**config.mk**
```make
export PLATFORM = sky130hd
export DESIGN_NAME = baggage_drop_ctrl
export DESIGN_NICKNAME = d
export VERILOG_FILES = /design/src/rtl/baggage_drop_pkg.sv /design/src/rtl/baggage_drop_ch.sv /design/src/rtl/baggage_drop_ctrl.sv
export SDC_FILE = /design/constraint.sdc
export NUM_CORES = 1
export LEC_CHECK = 0
export ABC_AREA = 0
export BUFFER_PORTS_ARGS = -buffer_cell sky130_fd_sc_hd__buf_2
export CORE_UTILIZATION = 50
export DETAILED_ROUTE_END_ITERATION = 7
export MAX_ROUTING_LAYER = met4
export PLACE_DENSITY_LB_ADDON = 0.25
export SKIP_CTS_REPAIR_TIMING = 1
export SYNTH_ARGS = -nofsm -noshare
export SYNTH_HDL_FRONTEND = slang
export SYNTH_SLANG_ARGS = --single-unit
```
**constraint.sdc**
```tcl
create_clock -name clk -period 2.5 [get_ports clk]
set_input_delay 0.125 -clock clk [delete_from_list [all_inputs] [get_ports clk]]
set_output_delay 0.125 -clock clk [all_outputs]
set_load 0.01 [all_outputs]
```
**src/rtl/baggage_drop_pkg.sv**
```systemverilog
// Shared types for the baggage drop controller: channel states, seven-segment glyphs and the
// state-to-display mapping. The hysteresis option (BAGGAGE_DROP_HYST_EN) does not change this file.
package baggage_drop_pkg;

   typedef enum logic [2:0] {
      ST_IDLE = 3'd0,
      ST_WAIT = 3'd1,
      ST_QUAL = 3'd2,
      ST_DROP = 3'd3,
      ST_LOCK = 3'd4
   } state_t;

   // Segment order is {g,f,e,d,c,b,a}.
   localparam logic [6:0] SEG_C     = 7'b0111001;
   localparam logic [6:0] SEG_O     = 7'b1011100;
   localparam logic [6:0] SEG_L     = 7'b0111000;
   localparam logic [6:0] SEG_D     = 7'b1011110;
   localparam logic [6:0] SEG_H     = 7'b1110110;
   localparam logic [6:0] SEG_T     = 7'b1111000;
   localparam logic [6:0] SEG_R     = 7'b1010000;
   localparam logic [6:0] SEG_P     = 7'b1110011;
   localparam logic [6:0] SEG_N     = 7'b1010100;
   localparam logic [6:0] SEG_E     = 7'b1111001;
   localparam logic [6:0] SEG_BLANK = 7'b0000000;

   function automatic logic [27:0] state_word(input state_t s);
      logic [27:0] word;
      case (s)
         ST_IDLE:          word = {SEG_C, SEG_O, SEG_L, SEG_D};
         ST_WAIT, ST_QUAL: word = {SEG_BLANK, SEG_H, SEG_O, SEG_T};
         ST_DROP:          word = {SEG_D, SEG_R, SEG_O, SEG_P};
         ST_LOCK:          word = {SEG_D, SEG_O, SEG_N, SEG_E};
         default:          word = {4{SEG_BLANK}};
      endcase
      return word;
   endfunction

endpackage

```
**src/rtl/baggage_drop_ch.sv**
```systemverilog
// One hatch: temperature compare, IDLE/WAIT/QUAL/DROP/LOCK sequencer and its counters.
// BAGGAGE_DROP_HYST_EN widens the band that must be crossed to abandon qualification.
module baggage_drop_ch
   import baggage_drop_pkg::*;
#(
   parameter int W        = 16,
   parameter int HOLD_CYC = 4,
   parameter int DROP_CYC = 16,
   parameter int HYST_LSB = 4
) (
   input  logic         clk,
   input  logic         rst_n,
   input  logic         drop_en,
   input  logic [W-1:0] t_act,
   input  logic [W-1:0] t_lim,
   output state_t       state,
   output logic         drop_activated,
   output logic         drop_done
);

   localparam int QW = (HOLD_CYC > 1) ? $clog2(HOLD_CYC) : 1;
   localparam int DW = (DROP_CYC > 1) ? $clog2(DROP_CYC) : 1;
   localparam logic [QW-1:0] QUAL_LAST = QW'(HOLD_CYC - 1);
   localparam logic [DW-1:0] DROP_LAST = DW'(DROP_CYC - 1);

`ifdef BAGGAGE_DROP_HYST_EN
   localparam bit HYST_EN = 1'b1;
`else
   localparam bit HYST_EN = 1'b0;
`endif

   // With the band disabled the leave threshold collapses to t_lim, i.e. exactly "not below".
   localparam logic [W:0] HYST_ADD = HYST_EN ? (W+1)'(HYST_LSB) : '0;

   state_t         state_nxt;
   logic [QW-1:0]  qual_cnt, qual_cnt_nxt;
   logic [DW-1:0]  drop_cnt, drop_cnt_nxt;
   logic           done_nxt;
   logic           below;
   logic           leave;
   logic [W:0]     leave_thr;

   assign below     = (t_act < t_lim);
   assign leave_thr = {1'b0, t_lim} + HYST_ADD;
   assign leave     = ({1'b0, t_act} >= leave_thr);

   always_ff @(posedge clk or negedge rst_n) begin
      if (!rst_n) begin
         state     <= ST_IDLE;
         qual_cnt  <= '0;
         drop_cnt  <= '0;
         drop_done <= 1'b0;
      end else begin
         state     <= state_nxt;
         qual_cnt  <= qual_cnt_nxt;
         drop_cnt  <= drop_cnt_nxt;
         drop_done <= done_nxt;
      end
   end

   always_comb begin
      state_nxt    = state;
      qual_cnt_nxt = qual_cnt;
      drop_cnt_nxt = drop_cnt;
      done_nxt     = 1'b0;
      if (!drop_en) begin
         state_nxt    = ST_IDLE;
         qual_cnt_nxt = '0;
         drop_cnt_nxt = '0;
      end else begin
         case (state)
            ST_IDLE: begin
               state_nxt    = ST_WAIT;
               qual_cnt_nxt = '0;
               drop_cnt_nxt = '0;
            end
            ST_WAIT, ST_QUAL: begin
               if (below) begin
                  if (qual_cnt == QUAL_LAST) begin
                     state_nxt    = ST_DROP;
                     qual_cnt_nxt = '0;
                     drop_cnt_nxt = '0;
                  end else begin
                     state_nxt    = ST_QUAL;
                     qual_cnt_nxt = qual_cnt + 1'b1;
                  end
               end else if (state == ST_QUAL && leave) begin
                  state_nxt    = ST_WAIT;
                  qual_cnt_nxt = '0;
               end
            end
            ST_DROP: begin
               if (drop_cnt == DROP_LAST) begin
                  state_nxt    = ST_LOCK;
                  drop_cnt_nxt = '0;
                  done_nxt     = 1'b1;
               end else begin
                  drop_cnt_nxt = drop_cnt + 1'b1;
               end
            end
            ST_LOCK: state_nxt = ST_LOCK;
            default: begin
               state_nxt    = ST_IDLE;
               qual_cnt_nxt = '0;
               drop_cnt_nxt = '0;
            end
         endcase
      end
   end

   // Pure decode of the state register, so reset removes the drive without waiting for a clock.
   assign drop_activated = (state == ST_DROP);

endmodule

```
**src/rtl/baggage_drop_ctrl.sv**
```systemverilog
// Multi-hatch baggage drop controller: per-channel sequencers plus a seven-segment status mux.
// Optional BAGGAGE_DROP_HYST_EN enables the qualification hysteresis band inside each channel.
module baggage_drop_ctrl
   import baggage_drop_pkg::*;
#(
   parameter int INT_W    = 8,
   parameter int FRAC_W   = 8,
   parameter int N_CH     = 2,
   parameter int HOLD_CYC = 4,
   parameter int DROP_CYC = 16,
   parameter int HYST_LSB = 4,
   localparam int W       = INT_W + FRAC_W,
   localparam int SW      = $clog2(N_CH)
) (
   input  logic              clk,
   input  logic              rst_n,
   input  logic              drop_en,
   input  logic [N_CH*W-1:0] t_act,
   input  logic [N_CH*W-1:0] t_lim,
   input  logic [SW-1:0]     ch_sel,
   output logic [N_CH-1:0]   drop_activated,
   output logic [N_CH-1:0]   drop_done,
   output logic [6:0]        seven_seg1,
   output logic [6:0]        seven_seg2,
   output logic [6:0]        seven_seg3,
   output logic [6:0]        seven_seg4
);

   state_t      ch_state [N_CH];
   logic [27:0] disp_word;

   for (genvar i = 0; i < N_CH; i++) begin : g_ch
      baggage_drop_ch #(
         .W        (W),
         .HOLD_CYC (HOLD_CYC),
         .DROP_CYC (DROP_CYC),
         .HYST_LSB (HYST_LSB)
      ) u_ch (
         .clk            (clk),
         .rst_n          (rst_n),
         .drop_en        (drop_en),
         .t_act          (t_act[i*W +: W]),
         .t_lim          (t_lim[i*W +: W]),
         .state          (ch_state[i]),
         .drop_activated (drop_activated[i]),
         .drop_done      (drop_done[i])
      );
   end

   always_comb begin
      disp_word = {4{SEG_BLANK}};
      if (int'(ch_sel) < N_CH) begin
         disp_word = state_word(ch_state[ch_sel]);
      end
   end

   assign {seven_seg1, seven_seg2, seven_seg3, seven_seg4} = disp_word;

endmodule
```
After elaboration in Yosys (flattened, before gate mapping)
Index checks and enable logic that the tools add are counted.

cells by class
  add/subtract/negate cells = 4
  order comparisons = 5
  eq/ne operators = 28
  mux-type cells = 42
  bitwise operators = 1
  reductions and logical operators = 16

operators with widths
  cell                 count
  $pmux 28 s4          1
  $mux 3               11
  $ge 16x16->1         2
  $lt 16x16->1         2
  $mux 4               8
  $pmux 3 s4           2
  $pmux 4 s3           2
  $eq 3x2->1 const B   6
  $mux 2               8
  $ne 3x2->1 const B   4
  $reduce_or 2->1      5
  $eq 3x1->1 const B   3
  $eq 3x3->1 const B   3
  $logic_not 3->1      3
  $add 4x1->4 const B  2
  $eq 4x4->1 const B   2
  $mux 1               8
  $ne 2x2->1 const B   4
  $ne 4x2->1 const B   2
  $pmux 2 s2           2
  $reduce_and 2->1     4
  $ne 3x3->1 const B   2
  $reduce_and 3->1     2
  $add 2x1->2 const B  2
  4 further kinds      6

word-level totals
  flip-flop bits (word level) = 20
  output and inout bits = 32

Logic depth before layout (Yosys ltp)
Gate-level depths: netlist of the first run.

  depth in word-level cells = 7
  gate-level depth with buffers = 8
  gate-level depth less buffers = 8

Hierarchy
From an unflattened synthesis of the first run, not the netlist that was laid out.

unflattened totals
  cells, all modules = 263
  area, all modules = 2168.3 um^2

by module, submodules not included
  module                           times used  cells an instance  area an instance (um^2)  seq. area each (um^2)
  baggage_drop_ch at g_ch[0].u_ch  1           107                917.1                    250.2
  baggage_drop_ch at g_ch[1].u_ch  1           107                903.4                    250.2
  baggage_drop_ctrl                1           49                 347.8                    0.0

Worst setup path before layout of the first run
OpenSTA, ideal clock, no wires.

  path kind = input to register
  start point = input t_lim[18]
  end point = register g_ch[1].u_ch.qual_cnt[0]
  library setup time = 0.121 ns
  arrival = 1.680 ns
  setup slack = 0.699 ns
  stages = 8
  path through = inv_1 ha_1 a211o_1 a31oi_1 o221a_1 o211ai_2 a32o_2 a22o_1

on the way
  longest elaborated chain between the ends = 4
  elaborated cells between the ends (all ways) = 8

ends and longest elaborated chain
  element                                              RTL line                                      source
  start, declared                                      baggage_drop_ctrl.sv:19                       input logic [N_CH*W-1:0] t_lim,
  $lt 16x16->1 / $ge 16x16->1 (equally long branches)  baggage_drop_ch.sv:43, baggage_drop_ch.sv:45
  $mux 2 / $logic_and 1x1->1 (equally long branches)   baggage_drop_ch.sv:78, baggage_drop_ch.sv:87
  $pmux 2 s2 / $ne 4x2->1 (equally long branches)      --
  $mux 2 / $reduce_and 2->1 (equally long branches)    --
  end signal, assigned                                 baggage_drop_ch.sv:55                         qual_cnt <= qual_cnt_nxt;
  end, declared                                        baggage_drop_ch.sv:36                         logic [QW-1:0] qual_cnt, qual_cnt_nxt;

Parallel ways exist; a longest one is shown, timed or not.
A chain may end at the register's enable or synchronous reset.

Worst setup path in the final report of the first run
  start point = register g_ch[0].u_ch.state[1]
  end point = output seven_seg4[0]

on the way
  longest elaborated chain between the ends = 6
  elaborated cells between the ends (all ways) = 10

ends and longest elaborated chain
  element                                          RTL line                 source
  start, declared                                  baggage_drop_ch.sv:16    output state_t state,
  start signal, assigned                           baggage_drop_ch.sv:54    state <= state_nxt;
  $mux 3 (not written as such) * (3 in series)     baggage_drop_ctrl.sv:53  disp_word = state_word(ch_state[ch_sel]);
  $eq 3x1->1 / $eq 3x2->1 (equally long branches)  baggage_drop_pkg.sv:28   case (s)
  $reduce_or 2->1                                  baggage_drop_pkg.sv:28
  $pmux 28 s4 *                                    baggage_drop_pkg.sv:28
  end, declared                                    baggage_drop_ctrl.sv:26  output logic [6:0] seven_seg4

Mark *: on every way between the ends. The rest lies on a longest branch, timed or not. The select of a mux whose other input is x is not followed.

==> key figures, run 1 <==
Outcome
  – Status: finished clean

Setup path
  – Critical path origin: g_ch[0].u_ch.state[1]
  – CP Launch Type: flop
  – Crit Path Max Fanout: 12
  – Worst Path Arrival: 1790 ps
  – Critical path type: flop to primary output
  – Setup crit end kind: primary output
  – Reg-to-reg critical path startpoint: g_ch[0].u_ch.state[1]
  – WP data required: 2380 ps

Clock network
  – Clk root buf: clkbuf_8
  – H-tree Lvls: 1
  – Clock sink count: 20
  – Worst-skew pair later-pin latency: 260 ps
  – CTS Buf Count: 3
  – CTS tree: yes
  – Clk buf depth: 2
  – Clk slew on worst S/H paths: 70 ps

Route
  – Initial DRC count: 55
  – Vias per cell: 5.27
  – Via Count: 2112
  – Post-route ant nets: 0
  – Avg WL per Cell: 11.0 um
  – Total wire length: 4.41 mm
  – Drt first pass iters: 4
  – Remaining routing DRC violations: 0

Finish
  – Layout cells sized above 1: 31.1%
  – Number of antenna diodes: 0
  – Post-route insts no fill: 401
  – Final core utilization: 64.5%
  – Nets: 454
  – Area grow syn2layout: 19.8%
  – FILL cells: 387

Yosys
  – Xor-xnor portion of the synthesized cell area: 0.791%
  – Post-synth EDFFs: 0
  – Post-synthesis compound-gate area fraction: 21.9%
  – Synthesized area per cell: 7.99 um^2
  – Post-Synth Adder-Cell Area: 19.7%
  – Most frequent cell after synthesis: inv_1
  – Synth Cell Area: 2210 um^2
  – Post-synth top area share: 22.6%
  – Post-synth top cells: 37 x inv_1, 34 x ha_1, 23 x nor2_1, 22 x buf_4, 20 x dfrtp_1
  – Asr flop ratio synth: 100%
  – Main combinational cell family by area after synthesis: compound AO/OA/AOI/OAI gates
  – Post-Synth Simple-Gate Area: 19.3%
  – Cell taking the most area after synthesis: dfrtp_1
  – Yosys warning total: 0
  – Mux share of post-synthesis cell area: 0.509%
  – Post-synth cell types: 50
  – Synthesis-stage register bit count: 20
  – Area contributors post-synth: dfrtp_1 23%, ha_1 19%, buf_4 7.5%
  – Mapped Cells: 277
  – Synth Flop Type: dfrtp_1
  – Seq/Total Area, Yosys: 22.6%

Timing
  – Final min period: 1920 ps
  – Period utilization: 76.7%
  – Final setup viols: 0
  – Highest Clock Rate: 522 MHz
  – Setup TNS: 0 ps
  – RSZ-0062 raised after global routing: false
  – Clock Skew: 8.43 ps
  – Hold slack: 181 ps
  – Fin. max-slew vios: 0
  – Final Hold Vio Count: 0
  – Setup WS post-layout: 583 ps

Hold path
  – Min-delay worst type: input pin to flop
  – Hold_sp: drop_en

Pwr
  – Pwr dens: 435 nW/um^2
  – Max VDD drop: 0.000250 V
  – Leakage power: 1.51 nW

Global route
  – Vias in the first global route: 1778
  – Antenna violations before repair: 0
  – GRT Residual Overflow: 0
  – Largest net degree at the start of global routing: 21
  – First-pass GRT wire length: 7.04 mm
  – GRT Util Overall: 19.7%

Placed design
  – # port buffers: 96
  – DP Worst Slack: 481 ps
  – Hpwl dp: 3.61 mm
  – # placed instances: 396
  – GP Congestion: 0.855

Floorplanning
  – Total core area: 4120 um^2
  – DIE WIDTH: 68.5 um
  – Initial Util: 53.8%
  – Ports: 100
  – Die Span Y: 68.5 um
  – # rows: 23
  – Die area: 4700 um^2

Job
  – Max Cap Violations: 0
## layout make-up
type / instances / area (um^2) / area share (%)
Multi-Input combinational cell: 193 / 1390 / 52.4
Sequential cell: 20 / 500 / 18.9
Timing Repair Buffer: 97 / 490 / 18.5
Inverter: 37 / 139 / 5.24
Tap cell: 50 / 62.6 / 2.36
Clock buffer: 3 / 41.3 / 1.56
Clock inverter: 1 / 30.0 / 1.13
## per-stage QoR
stage | instance area (um^2) | total power (W)
finish | 2650 | 0.00115
global route | 2650 | 0.00124
CTS | 2640 | 0.00116
detailed placement | 2570 | 0.000837
global placement | 2570 | 0.000827
floorplan | 2220 | 0.000723
## worst max-delay path: stages (launching register included)
cell,delay [ps]
dfrtp_1,560
nand2_1,150
nor2_1,260
nor3_1,90
a31oi_1,270
buf_2,190
## report_power, final
part	switching (W)	internal [W]	total (W)
Combinational	0.000233	0.000209	0.000442
Sequential	0.0000411	0.000348	0.000389
Clock	0.000109	0.000214	0.000323
Total	0.000383	0.000771	0.00115
## final timing paths
kind | cells past startpoint | slack, ps | endpoint
min in group asynchronous | 2 | 370 | g_ch[1].u_ch.drop_done
hold reg to reg | 1 | 510 | g_ch[0].u_ch.drop_cnt[0]
max in group asynchronous | 2 | 1810 | g_ch[0].u_ch.state[2]
hold / removal | 2 | 180 | g_ch[0].u_ch.state[2]
setup reg to reg | 5 | 820 | g_ch[0].u_ch.qual_cnt[1]
setup / recovery | 5 | 580 | seven_seg4[0]
## flip-flops by register name, indices dropped and copies added, names as in the netlist
| register | count |
|---|---|
| g_ch.u_ch.state | 6 |
| g_ch.u_ch.drop_cnt | 8 |
| g_ch.u_ch.drop_done | 2 |
| g_ch.u_ch.qual_cnt | 4 |
## metal layers
layer / up-vias / part of all wire (%) / GRT usage [%]
met1: 932 / 48 / 25.4
li1: 1096 / - / -
met2: 79 / 45 / 32.8
met3: 5 / 6.3 / 2.47
met5: - / 0 / -
met4: 0 / 0.82 / 4.69
## cell families (layout without fill, tap and decap cells)
logic type / Yosys count / in the layout
xor+xnor: 2 / 2
other cells: 1 / 3
fa+ha+maj: 35 / 35
mux: 1 / 1
simple gates: 85 / 85
buf+inv: 66 / 138
flops: 20 / 20
compound gates: 67 / 67
## layout by cell type, fill, tap and decap left out, drive strengths merged, types with 2 or more instances in the layout
| cell type | netlist | final |
|---|---|---|
| buf | 23 | 96 |
| nand3 | 7 | 7 |
| nand4 | 3 | 3 |
| a2bb2oi | 2 | 2 |
| nor2 | 23 | 23 |
| clkbuf | 6 | 3 |
| a32o | 2 | 2 |
| a21o | 6 | 6 |
| a21oi | 17 | 17 |
| ha | 34 | 34 |
| dfrtp | 20 | 20 |
| conb | 1 | 3 |
| a31oi | 2 | 2 |
| a211oi | 4 | 4 |
| or3 | 2 | 2 |
| nand2b | 9 | 9 |
| nor2b | 5 | 5 |
| o21a | 5 | 5 |
| nor3 | 10 | 10 |
| nand2 | 16 | 16 |
| a211o | 3 | 3 |
| a22o | 2 | 2 |
| and2 | 4 | 4 |
| inv | 37 | 37 |
| o211ai | 6 | 6 |
| o21ai | 9 | 9 |
No activity file was read; power rests on OpenSTA's default activity.
==> run 2, diff against run 1 <==
Settings changed: CORE_UTILIZATION 50 to 48.
Clock period 2.5 ns to 1.8 ns, I/O delays scaled along.
==> key figures, run 2 (synthesized netlist as in run 1, its figures left out) <==
Outcome
  – Status: finished clean

Setup path
  – Crit-path cells: nand2_1 > nor2_1 > nor3_1 > a31oi_2 > buf_2
  – Critical path type: flop to primary output
  – CP Launch Type: flop
  – Buf+Inv Stages, Crit Path: 1 (unchanged)
  – Kind of cell adding the most delay to the critical path: flip-flops
  – Worst Path Arrival: 1640 ps (-150 ps)
  – FF-to-FF setup slack: 180 ps (-640 ps)
  – Crit Path Max Fanout: 10 (-2)
  – Delay of the slowest cell on the worst path: 480 ps (-80 ps)
  – Setup crit end kind: primary output
  – WP data required: 1710 ps (-670 ps)
  – Slowest-stage cell, CP: dfrtp_2

Route
  – Initial DRC count: 72 (+31%)
  – Remaining routing DRC violations: 0 (unchanged)
  – Total wire length: 4.65 mm (+5.4%)
  – Via Count: 2169 (+2.7%)
  – Post-route ant nets: 0 (unchanged)
  – Drt first pass iters: 4 (unchanged)
  – Vias per cell: 5.28 (+0.20%)
  – Avg WL per Cell: 11.3 um (+2.8%)

Finish
  – Area grow syn2layout: 23.5%
  – Layout cells sized above 1: 34.8% (+3.8 points)
  – Number of antenna diodes: 0 (unchanged)
  – Commonest cells after routing, fill and taps aside: 96 x buf_2, 37 x inv_1, 34 x ha_1
  – Max reg flops: 8 (unchanged)
  – Largest registers: g_ch.u_ch.drop_cnt x8, g_ch.u_ch.state x6, g_ch.u_ch.qual_cnt x4
  – Nets: 462 (+1.8%)
  – Commonest non-fill, non-tap cell in the layout: buf_2
  – FILL cells: 407 (+5.2%)
  – Largest reg by FF count: g_ch.u_ch.drop_cnt

Timing
  – Final setup viols: 0 (unchanged)
  – Fin. max-slew vios: 0 (unchanged)
  – Setup TNS: 0 ps (unchanged)
  – Final min period: 1730 ps
  – Period utilization: 96.3%
  – Hold slack: 157 ps (-24.7 ps)
  – Clock Skew: 6.30 ps (-2.13 ps)
  – Highest Clock Rate: 577 MHz
  – Final Hold Vio Count: 0 (unchanged)

Clock network
  – CTS tree: yes
  – Clock sink count: 20 (unchanged)
  – Clk buf depth: 2 (unchanged)
  – H-tree Lvls: 1 (unchanged)
  – Clk root buf: clkbuf_8
  – Clk slew on worst S/H paths: 80 ps (about the same)
  – Worst-skew pair later-pin latency: 260 ps (about the same)
  – CTS Buf Count: 3 (unchanged)

Placed design
  – GP Congestion: 0.796 (-6.9%)
  – # port buffers: 96 (unchanged)
  – Hpwl dp: 3.77 mm (+4.7%)

Floorplanning
  – # rows: 24 (+4.3%)
  – Initial Util: 50.5% (-3.3 points)
  – Die area: 4890 um^2 (+4.0%)
  – Die Span Y: 69.9 um (+2.0%)
  – DIE WIDTH: 69.9 um (+2.0%)
  – Total core area: 4380 um^2 (+6.5%)
  – Ports: 100 (unchanged)

Global route
  – Antenna violations before repair: 0 (unchanged)
  – GRT Residual Overflow: 0 (unchanged)
  – Vias in the first global route: 1974 (+11%)
  – GRT Util Overall: 20.3% (+0.57 points)
  – Largest net degree at the start of global routing: 21 (unchanged)
  – First-pass GRT wire length: 8.18 mm (+16%)

Pwr
  – Sequential share of power: 33.3% (-0.4 points)
  – Clock power frac: 27.5% (-0.4 points)
  – Leakage power: 1.54 nW (+2.3%)
  – Pwr dens: 600 nW/um^2 (+38%)
  – Max VDD drop: 0.000364 V (+46%)
  – Internal: 0.00109 W (+42%)
  – Gate power share: 39.2% (+0.9 points)
  – Sw Share: 33.4% (+0.17 points)
  – Sw power: 0.000547 W (+43%)

Hold path
  – Min-delay worst type: input pin to flop

Job
  – Max Cap Violations: 0 (unchanged)
==> run 2: path summary, 6_finish.rpt <==
check,cells past startpoint,end,start
setup / recovery,5,seven_seg1[1],g_ch[0].u_ch.state[0]
hold / removal,2,g_ch[0].u_ch.state[2],drop_en
setup reg to reg,5,g_ch[0].u_ch.qual_cnt[1],g_ch[0].u_ch.state[1]
hold reg to reg,1,g_ch[1].u_ch.qual_cnt[1],g_ch[1].u_ch.qual_cnt[1]
max in group asynchronous,2,g_ch[1].u_ch.state[1],rst_n
min in group asynchronous,2,g_ch[0].u_ch.qual_cnt[1],rst_n
==> run 2: layout make-up <==
type / count / area [um^2] / area share [%]
clock inverter: 1 / 30.0 / 1.10
timing repair buffer: 105 / 551 / 20.1
multi-input combinational: 193 / 1400 / 51.3
inverter: 37 / 139 / 5.08
sequential: 20 / 505 / 18.5
tap: 52 / 65.1 / 2.38
clock buffer: 3 / 41.3 / 1.51
==> run 2: stage by stage <==
stage	worst slack (ps)	instance area, um^2	utilization, %	power (W)	cells
floorplan	33.8	2220	-	0.00100	279
global placement	-148	2630	59.9	0.00117	405
detailed placement	-183	2630	59.9	0.00119	405
CTS	-37.4	2700	61.5	0.00164	409
global route	-10.9	2730	62.4	0.00176	411
finish	67.2	2730	62.4	0.00164	411
==> run 2: layer usage <==
layer	global-route usage [%]	share of wire, %	wire [um]	vias to the layer above
li1	-	-	-	1107
met1	26.5	46	2120	972
met2	33.2	46	2140	82
met3	2.16	6.3	294	8
met4	6.22	1.9	87	0
met5	-	0	0	-
==> run 2: power by group through the flow <==
stage | clock (W) | sequential [W] | combinational, W
after global routing | 0.000474 | 0.000554 | 0.000733
after global placement | 0 | 0.000546 | 0.000623
after CTS | 0.000458 | 0.000540 | 0.000640
after detailed placement | 0 | 0.000549 | 0.000636
after floorplan | 0 | 0.000511 | 0.000494
final | 0.000451 | 0.000546 | 0.000643
==> run 3, diff against run 2 <==
Settings changed: BUFFER_PORTS_ARGS -buffer_cell sky130_fd_sc_hd__buf_2 to -buffer_cell sky130_fd_sc_hd__buf_4, MAX_ROUTING_LAYER met4 to unset.
==> key figures, run 3 (synthesized netlist as in run 1, its figures left out) <==
Clock network
  – Worst-skew pair later-pin latency: 260 ps (about the same)
  – H-tree Lvls: 1 (unchanged)
  – Clock sink count: 20 (unchanged)
  – Clk root buf: clkbuf_8
  – CTS tree: yes
  – CTS Buf Count: 3 (unchanged)
  – Clk slew on worst S/H paths: 70 ps (about the same)
  – Clk buf depth: 2 (unchanged)

Timing
  – Hold slack: 121 ps (-36.2 ps)
  – Fin. max-slew vios: 0 (unchanged)
  – Final Hold Vio Count: 0 (unchanged)
  – Clock Skew: 0.833 ps (-5.46 ps)
  – Setup TNS: 0 ps (unchanged)
  – Period utilization: 95.0% (-1.3 points)
  – Final min period: 1710 ps (-23.4 ps)
  – Final setup viols: 0 (unchanged)
  – Highest Clock Rate: 585 MHz (+1.4%)

Finish
  – Largest registers: g_ch.u_ch.drop_cnt x8, g_ch.u_ch.state x6, g_ch.u_ch.qual_cnt x4
  – Nets: 461 (-0.22%)
  – FILL cells: 395 (-2.9%)
  – Reg area: 505 um^2 (unchanged)
  – Commonest non-fill, non-tap cell in the layout: buf_4
  – Area grow syn2layout: 34.1%
  – Number of antenna diodes: 0 (unchanged)
  – Layout cells sized above 1: 35.2% (+0.38 points)
  – Commonest cells after routing, fill and taps aside: 103 x buf_4, 37 x inv_1, 34 x ha_1
  – Final core utilization: 67.7% (+5.4 points)
  – Area of the multi-input gates: 1420 um^2 (+1.3%)
  – Largest reg by FF count: g_ch.u_ch.drop_cnt
  – Max reg flops: 8 (unchanged)

Setup path
  – CP Launch Type: input pin
  – Setup crit end kind: flop
  – WP data required: 1950 ps (+240 ps)
  – Critical path type: input pin to flop
  – Delay of the slowest cell on the worst path: 330 ps (-150 ps)
  – Slowest-stage cell, CP: a211o_1
  – Worst Path Arrival: 1860 ps (+220 ps)
  – Crit-path cells: buf_4 > ha_1 > a211o_1 > a31oi_4 > o221a_1 > o211ai_2 > a32o_2 > a22o_1
  – Crit Path Max Fanout: 3 (-7)

Route
  – Via Count: 2174 (+0.23%)
  – Vias per cell: 5.30 (+0.47%)
  – Avg WL per Cell: 11.6 um (+2.4%)
  – Initial DRC count: 47 (-35%)
  – Post-route ant nets: 0 (unchanged)
  – Remaining routing DRC violations: 0 (unchanged)
  – Total wire length: 4.75 mm (+2.2%)
  – Drt first pass iters: 4 (unchanged)

Pwr
  – Gate power share: 45.9% (+6.7 points)
  – Sequential share of power: 33.3% (about the same)
  – Leakage power: 1.62 nW (+4.9%)
  – Pwr dens: 548 nW/um^2 (-8.7%)
  – Sw Share: 33.7% (+0.27 points)
  – Clock power frac: 20.8% (-6.7 points)
  – Power consumption: 0.00163 W (-0.81%)
  – Max VDD drop: 0.000351 V (-3.7%)
  – Internal: 0.00108 W (-1.2%)
  – Sw power: 0.000547 W (about the same)

Global route
  – First-pass GRT wire length: 8.45 mm (+3.3%)
  – GRT Util Overall: 20.6% (+0.29 points)
  – GRT Residual Overflow: 0 (unchanged)
  – Antenna violations before repair: 0 (unchanged)
  – Global route hottest layer: met2
  – Grt met1 use: 27.5% (+0.99 points)
  – GR Util met2: 35.3% (+2.0 points)
  – Largest net degree at the start of global routing: 21 (unchanged)
  – Vias in the first global route: 2052 (+4.0%)
  – Met3 usage: 1.88% (-0.29 points)

Placed design
  – GP Congestion: 0.806 (+1.3%)
  – # port buffers: 96 (unchanged)
  – Hpwl dp: 3.96 mm (+4.9%)

Floorplanning
  – DIE WIDTH: 69.9 um (unchanged)
  – Die Span Y: 69.9 um (unchanged)
  – Initial Util: 50.5% (unchanged)
  – Total core area: 4380 um^2 (unchanged)
  – # rows: 24 (unchanged)
  – Die area: 4890 um^2 (unchanged)
  – Ports: 100 (unchanged)

Job
  – Max Cap Violations: 0 (unchanged)

Outcome
  – Status: finished clean

Hold path
  – Min-delay worst type: input pin to flop
run 3: power groups by stage:
stage	registers [W]	logic (W)	clock network (W)
after floorplan	0.000511	0.000494	0
after global placement	0.000545	0.000707	0
after detailed placement	0.000545	0.000725	0
after CTS	0.000537	0.000727	0.000345
after global routing	0.000550	0.000836	0.000366
final	0.000542	0.000746	0.000338
run 3: worst max-delay path: cells and delay by family:
kind	cells	cell delay, ps
AOI/OAI and AO/OA	6	1360
adders and majority gates	1	300
buffers and inverters	1	110
run 3: final cells by class:
| class | count | share of cell area (%) |
|---|---|---|
| sequential | 20 | 17.0 |
| tap | 52 | 2.19 |
| inverter | 37 | 4.68 |
| multi-input combinational | 193 | 47.9 |
| clock buffer | 4 | 1.85 |
| timing repair buffer | 104 | 26.4 |
run 3: path summary, 6_finish.rpt:
check | startpoint | end | cells after the start | slack (ps)
setup / recovery | t_act[18] | g_ch[1].u_ch.qual_cnt[0] | 8 | 90
hold / removal | drop_en | g_ch[0].u_ch.state[2] | 2 | 120
setup reg to reg | g_ch[1].u_ch.state[0] | g_ch[1].u_ch.drop_cnt[1] | 6 | 160
hold reg to reg | g_ch[1].u_ch.qual_cnt[1] | g_ch[1].u_ch.qual_cnt[1] | 1 | 510
max in group asynchronous | rst_n | g_ch[1].u_ch.state[1] | 2 | 1320
min in group asynchronous | rst_n | g_ch[0].u_ch.qual_cnt[0] | 2 | 260
run 3: layer usage:
| metal | part of all wire (%) | wire length (um) |
|---|---|---|
| met1 | 45 | 2150 |
| met2 | 47 | 2260 |
| met3 | 6.1 | 290 |
| met4 | 1.1 | 51 |
| met5 | 0 | 0 |
run 3: metrics by stage:
step	std cells	setup WS [ps]	area, um^2
floorplan	279	33.8	2220
global placement	404	-160	2860
detailed placement	404	-237	2860
CTS	408	-78.6	2910
global route	410	-7.75	2970
finish	410	90.7	2970
